$ cat config.mk
export PLATFORM = sky130hd
export DESIGN_NAME = des_perm_pipe
export DESIGN_NICKNAME = d
export VERILOG_FILES = /design/src/rtl/des_pkg.sv /design/src/rtl/des_perm64.sv /design/src/rtl/des_perm_pipe.sv
export SDC_FILE = /design/constraint.sdc
export NUM_CORES = 1
export LEC_CHECK = 0
export BUFFER_PORTS_ARGS = -buffer_cell sky130_fd_sc_hd__buf_2
export CORE_MARGIN = 2
export CORE_UTILIZATION = 55
export CTS_BUF_LIST = sky130_fd_sc_hd__clkbuf_4
export CTS_CLUSTER_SIZE = 14
export DETAILED_ROUTE_END_ITERATION = 10
export PLACE_DENSITY_LB_ADDON = 0.2
export SETUP_SLACK_MARGIN = 0.2
export SYNTH_ARGS = -nofsm -noshare
export SYNTH_HDL_FRONTEND = slang
export SYNTH_SLANG_ARGS = --single-unit
$ cat constraint.sdc
create_clock -name clk -period 1.7 [get_ports clk]
set_input_delay 0.34 -clock clk [delete_from_list [all_inputs] [get_ports clk]]
set_output_delay 0.34 -clock clk [all_outputs]
set_load 0.01 [all_outputs]
$ cat src/rtl/des_pkg.sv
// Shared DES definitions: mode encodings and the FP/IP bit-index tables.
// Table entries are DES bit numbers (1 = MSB of the 64-bit block).
package des_pkg;

    localparam logic MODE_FP = 1'b0;
    localparam logic MODE_IP = 1'b1;

    // Inverse initial permutation: output DES bit k takes input DES bit FP_TAB[k-1].
    localparam logic [6:0] FP_TAB [0:63] = '{
        7'd40, 7'd8,  7'd48, 7'd16, 7'd56, 7'd24, 7'd64, 7'd32,
        7'd39, 7'd7,  7'd47, 7'd15, 7'd55, 7'd23, 7'd63, 7'd31,
        7'd38, 7'd6,  7'd46, 7'd14, 7'd54, 7'd22, 7'd62, 7'd30,
        7'd37, 7'd5,  7'd45, 7'd13, 7'd53, 7'd21, 7'd61, 7'd29,
        7'd36, 7'd4,  7'd44, 7'd12, 7'd52, 7'd20, 7'd60, 7'd28,
        7'd35, 7'd3,  7'd43, 7'd11, 7'd51, 7'd19, 7'd59, 7'd27,
        7'd34, 7'd2,  7'd42, 7'd10, 7'd50, 7'd18, 7'd58, 7'd26,
        7'd33, 7'd1,  7'd41, 7'd9,  7'd49, 7'd17, 7'd57, 7'd25
    };

    // Initial permutation: output DES bit k takes input DES bit IP_TAB[k-1].
    localparam logic [6:0] IP_TAB [0:63] = '{
        7'd58, 7'd50, 7'd42, 7'd34, 7'd26, 7'd18, 7'd10, 7'd2,
        7'd60, 7'd52, 7'd44, 7'd36, 7'd28, 7'd20, 7'd12, 7'd4,
        7'd62, 7'd54, 7'd46, 7'd38, 7'd30, 7'd22, 7'd14, 7'd6,
        7'd64, 7'd56, 7'd48, 7'd40, 7'd32, 7'd24, 7'd16, 7'd8,
        7'd57, 7'd49, 7'd41, 7'd33, 7'd25, 7'd17, 7'd9,  7'd1,
        7'd59, 7'd51, 7'd43, 7'd35, 7'd27, 7'd19, 7'd11, 7'd3,
        7'd61, 7'd53, 7'd45, 7'd37, 7'd29, 7'd21, 7'd13, 7'd5,
        7'd63, 7'd55, 7'd47, 7'd39, 7'd31, 7'd23, 7'd15, 7'd7
    };

    // DES bit n (1..64) lives at vector index 64-n.
    function automatic int des_bit_idx(input int n);
        return 64 - n;
    endfunction

endpackage

$ cat src/rtl/des_perm64.sv
// Combinational DES FP/IP permutation: pure wiring per table, plus the mode select.
module des_perm64
    import des_pkg::*;
(
    input  logic [63:0] data_i,
    input  logic        mode_i,
    output logic [63:0] data_o
);

    logic [63:0] fp_s;
    logic [63:0] ip_s;

    for (genvar k = 0; k < 64; k++) begin : g_bit
        localparam int FP_SRC = des_bit_idx(int'(FP_TAB[k]));
        localparam int IP_SRC = des_bit_idx(int'(IP_TAB[k]));
        assign fp_s[63-k] = data_i[FP_SRC];
        assign ip_s[63-k] = data_i[IP_SRC];
    end

    // Pick the permutation requested for this block.
    always_comb begin
        data_o = fp_s;
        case (mode_i)
            MODE_IP: data_o = ip_s;
            MODE_FP: data_o = fp_s;
            default: data_o = fp_s;
        endcase
    end

endmodule

$ cat src/rtl/des_perm_pipe.sv
// DES FP/IP permutation with a valid/ready register pipeline, sideband tag,
// delivered-block counter and busy flag. Stages collapse bubbles: a stage
// loads whenever it is empty or its content moves on.
module des_perm_pipe
    import des_pkg::*;
#(
    parameter int PIPE_STAGES = 2,
    parameter int TAG_W       = 4,
    parameter int CNT_W       = 16
)(
    input  logic             clk,
    input  logic             rst_n,
    input  logic             in_valid,
    output logic             in_ready,
    input  logic [63:0]      in_data,
    input  logic             in_mode,
    input  logic [TAG_W-1:0] in_tag,
    output logic             out_valid,
    input  logic             out_ready,
    output logic [63:0]      out_data,
    output logic [TAG_W-1:0] out_tag,
    output logic [CNT_W-1:0] blk_count,
    output logic             busy
);

    localparam int LAST = PIPE_STAGES - 1;

    logic [63:0]                        perm_s;

    logic [PIPE_STAGES-1:0]             valid_q;
    logic [PIPE_STAGES-1:0]             valid_d;
    logic [PIPE_STAGES-1:0][63:0]       data_q;
    logic [PIPE_STAGES-1:0][63:0]       data_d;
    logic [PIPE_STAGES-1:0][TAG_W-1:0]  tag_q;
    logic [PIPE_STAGES-1:0][TAG_W-1:0]  tag_d;

    logic [PIPE_STAGES-1:0]             src_valid_s;
    logic [PIPE_STAGES-1:0][63:0]       src_data_s;
    logic [PIPE_STAGES-1:0][TAG_W-1:0]  src_tag_s;

    logic [PIPE_STAGES-1:0]             load_s;
    logic [PIPE_STAGES-1:0]             load_en_s;

    logic                               rdy_en_q;
    logic                               rdy_en_d;
    logic [CNT_W-1:0]                   cnt_q;
    logic [CNT_W-1:0]                   cnt_d;
    logic                               busy_q;
    logic                               busy_d;
    logic                               deliver_s;

    des_perm64 u_perm (
        .data_i (in_data),
        .mode_i (in_mode),
        .data_o (perm_s)
    );

    // Stage i may load when it or any stage after it is empty, or the sink is ready.
    always_comb begin
        load_s = '0;
        for (int i = 0; i < PIPE_STAGES; i++) begin
            load_s[i] = out_ready;
            for (int j = i; j < PIPE_STAGES; j++) begin
                load_s[i] = load_s[i] | ~valid_q[j];
            end
        end
    end

    // Stage 0 additionally waits for the post-reset ready enable.
    always_comb begin
        load_en_s    = load_s;
        load_en_s[0] = load_s[0] & rdy_en_q;
    end

    // What each stage would capture: the permuted input for stage 0, the previous stage otherwise.
    always_comb begin
        src_valid_s    = '0;
        src_data_s     = '0;
        src_tag_s      = '0;
        src_valid_s[0] = in_valid;
        src_data_s[0]  = perm_s;
        src_tag_s[0]   = in_tag;
        for (int i = 1; i < PIPE_STAGES; i++) begin
            src_valid_s[i] = valid_q[i-1];
            src_data_s[i]  = data_q[i-1];
            src_tag_s[i]   = tag_q[i-1];
        end
    end

    // Next state of every stage; payload only changes when a real block arrives.
    always_comb begin
        valid_d = valid_q;
        data_d  = data_q;
        tag_d   = tag_q;
        for (int i = 0; i < PIPE_STAGES; i++) begin
            if (load_en_s[i]) begin
                valid_d[i] = src_valid_s[i];
                if (src_valid_s[i]) begin
                    data_d[i] = src_data_s[i];
                    tag_d[i]  = src_tag_s[i];
                end else begin
                    data_d[i] = data_q[i];
                    tag_d[i]  = tag_q[i];
                end
            end else begin
                valid_d[i] = valid_q[i];
                data_d[i]  = data_q[i];
                tag_d[i]   = tag_q[i];
            end
        end
    end

    assign deliver_s = valid_q[LAST] & out_ready;

    // Counter, busy flag and ready enable next-state.
    always_comb begin
        rdy_en_d = 1'b1;
        busy_d   = |valid_d;
        if (deliver_s) begin
            cnt_d = cnt_q + {{(CNT_W-1){1'b0}}, 1'b1};
        end else begin
            cnt_d = cnt_q;
        end
    end

    // All state registers with asynchronous clear.
    always_ff @(posedge clk or negedge rst_n) begin
        if (!rst_n) begin
            valid_q  <= '0;
            data_q   <= '0;
            tag_q    <= '0;
            rdy_en_q <= 1'b0;
            cnt_q    <= '0;
            busy_q   <= 1'b0;
        end else begin
            valid_q  <= valid_d;
            data_q   <= data_d;
            tag_q    <= tag_d;
            rdy_en_q <= rdy_en_d;
            cnt_q    <= cnt_d;
            busy_q   <= busy_d;
        end
    end

    assign in_ready  = load_en_s[0];
    assign out_valid = valid_q[LAST];
    assign out_data  = data_q[LAST];
    assign out_tag   = tag_q[LAST];
    assign blk_count = cnt_q;
    assign busy      = busy_q;

endmodule

==> impl_results.md <==
- Status: finished with violations
- Failing checks: negative setup slack
- CTS Buf Count: 17
- # rows: 42
- Critical Path RT: 1.36 ns
- Final net count: 804
- Skew-Pair Late Insertion Delay: 0.54 ns
- Boundary pin count: 160
- Total global-route track usage: 21.85%
- Starting Density: 55.75%
- WHS Path Cells: 3
- R2R depth: 6
- Largest net degree at the start of global routing: 51
- Worst Skew: 0.01424 ns
- RSZ-0062 raised after global routing: true
- Final ANT Viol Nets: 0
- Die Span Y: 119.4 um
- Register clock-pin slew on the reported worst setup and hold paths: 0.11 ns
- Max Freq: 552.8 MHz
- CP Class: register to output port
- Share of cells above drive strength 1: 59.97%
- Crit. End Element: output port
- Synth top area share: 53.30%
- Placeable Area: 13140 um^2
- Minimum clock period: 1.809 ns
- Die footprint: 14260 um^2
- First-pass GRT wire length: 24.03 mm
- Final Setup Violations: 2
- Mapped Avg Cell Area: 13.17 um^2
- Root Driver: clkbuf_4
- Filler cells: 939
- Slew Limit Fails: 0
- HP Start: in_valid
- Net Count, Synth: 630
- Cells after Synth: 556
- TritonCTS clock tree: built
- Crit path max-delay family: flip-flops
- Setup TNS: -0.1134 ns
- Drt initial violations: 239
- Max incr delay on CP: 0.40 ns
- Clock sink count: 156
- Setup ws final: -0.1090 ns
- Post-Route WL: 15.85 mm
- R2r startpoint: valid_q[1]$_DFF_PN0_
- Via Count: 4661
- Mapped cell area: 7325 um^2
- LEAKAGE: 4.503 nW
- Final Hold Fails: 0
- Synth area leaders: dfrtp_1, mux2i_1, mux2_2
- Pre-CTS setup slack: 0.02574 ns
- # DRC: 0
- Yosys top cell by area: dfrtp_1
- Post-DP HPWL: 9.707 mm
- Final Util: 70.77%
- Worst Tran Pin Value: 0.6200 ns
- RePlAce Congestion: 0.8172
- Relative slew slack: 58.67%
- Count of different cell masters after synthesis: 28
- Cell Pwr Density: 1358 nW/um^2
- # port buffers: 159
- P&R area growth vs syn: 26.94%
- Flop2flop setup slack: 0 ns
- CP Cell Sequence: inv_2 -> buf_4 -> o21a_1 -> buf_2
- CP max FO: 4
- Hold Path Class: input pin to register
- Critical path buffer and inverter count: 3
- Synthesis Warnings: 0
- RR Endpoint: data_q[58]$_DFFE_PN0P_
- Startpoint type of the worst setup path: register
- Synth Register Bits: 156
- Sequential area share after synthesis: 53.30%
- Die width: 119.4 um
- H-Tree Level Count: 4
- Vias per inst: 5.066
- Maximum vdd drop: 0.0008727 V
- Slowest library cell on the worst path: dfrtp_1
- Number of global-route vias before repair: 4742
- Data arrival, critical path: 1.47 ns
- Initial antenna violation count: 1
- Hold Crit Endpoint: busy$_DFF_PN0_
- Final cycle utilization of the critical path: 106.4%
- Wire per inst: 17.23 um
- CTS max path bufs: 2
- DRT Pass-1 Iters: 6
- Maxcap violations: 0
- GRT overflow: 0
## worst register-to-register path: cells and delay by family (launching register included)
kind | cells | cell delay, ns
AO/OA/AOI/OAI | 2 | 0.67
flip-flops | 1 | 0.43
buffers and inverters | 2 | 0.39
AND/OR/NAND/NOR | 2 | 0.16
## layer usage
layer / vias up / track usage [%] / wire, um
li1: 2193 / - / -
met2: 113 / 37.39 / 8222
met5: - / 0 / 0
met1: 2330 / 26.45 / 6608
met4: 0 / 7.868 / 339
met3: 25 / 6.226 / 681
## per-stage QoR
stage	area [um^2]	hold WS, ns	total power [W]	instances
floorplan	7325	0.04441	0.008339	556
global placement	7904	0.2426	0.008764	818
detailed placement	7904	0.2451	0.008885	818
CTS	8803	0.01465	0.01197	881
global route	9298	0.04349	0.01328	920
finish	9298	0.07999	0.01262	920
## power breakdown
part	internal (W)	switching, W
Sequential	0.00479	0.000729
Combinational	0.00279	0.00190
Clock	0.00118	0.00123
## flip-flops by register name, summed over array words and instances, names as in the netlist
signal	count
blk_count	16
busy	1
data_q	64
src_tag_s	4
rdy_en_q	1
out_data	64
valid_q	2
out_tag	4
## repair_timing
item                                   4_1_cts  5_1_grt
gates resized for setup                     77       29
setup endpoints to repair                  103      175
buffers inserted                            21       30
endpoints found under the hold margin      143        0
gates cloned                                 2        7
hold buffers                                 9        0
pin swaps                                    3        5
## synthesized netlist by cell type
cell type	count
nor2_1	23
xnor2_1	12
o211a_1	1
nand4_1	1
nand3_1	11
conb_1	1
a21oi_1	20
clkbuf_1	1
nor4_4	1
buf_6	17
mux2_2	49
ha_1	1
mux2_4	28
nand2b_4	1
nand2_1	6
dfrtp_1	156
xor2_1	3
a21oi_2	40
mux2i_1	60
nor2_2	40
buf_2	10
inv_1	1
nand2_2	2
o21ai_0	1
and3_1	4
o21a_1	1
buf_4	64
nor3_1	1
## layout by cell type (no fill, tap or decap), types with 6 or more instances in the layout
cell type	Yosys	routed
dlygate4sd3_1	0	9
a21oi_1	20	17
buf_12	0	9
a21oi_2	40	43
nor2_1	23	10
nor2_2	40	41
nor2_4	0	12
nand2_1	6	6
buf_4	64	56
clkbuf_4	0	20
mux2_4	28	74
mux2i_1	60	60
dfrtp_1	156	155
nand3_1	11	11
buf_2	10	144
buf_6	17	18
xnor2_1	12	12
## how the worst max path moves through the flow
stage / from / to / slack [ns] / depth (start not counted)
2_1_floorplan: blk_count[0]$_DFFE_PN0P_ / blk_count[12]$_DFFE_PN0P_ / 0.32 / 5
3_3_place_gp: out_ready / data_q[51]$_DFFE_PN0P_ / 0.06 / 6
3_5_place_dp: out_ready / data_q[58]$_DFFE_PN0P_ / 0.03 / 6
4_1_cts: valid_q[1]$_DFF_PN0_ / in_ready / -0.16 / 4
5_1_grt: valid_q[0]$_DFF_PN0_ / in_ready / -0.19 / 4
6_report: valid_q[0]$_DFF_PN0_ / in_ready / -0.11 / 4
## logic make-up (layout without fill, tap and decap cells)
logic type,count (synthesis),after routing,synth area share [%]
simple gates,90,91,6.799
flops,156,156,53.30
other cells,1,3,0.05120
fa+ha+maj,1,1,0.1708
compound gates,63,63,6.457
xor+xnor,15,15,1.794
buf+inv,93,278,9.959
mux,137,137,21.47
## final cells by class
class | instances | area (um^2) | area share (%)
flip-flops and latches | 156 | 3905 | 42.00
multi-input cells | 308 | 3009 | 32.36
repair buffers | 246 | 1854 | 19.94
well taps | 176 | 220.2 | 2.368
clock buffers | 20 | 150.1 | 1.615
clock inverters | 11 | 150.1 | 1.615
diodes | 2 | 5.005 | 0.05383
inverters | 1 | 3.754 | 0.04037
No activity file was read; power rests on OpenSTA's default activity.
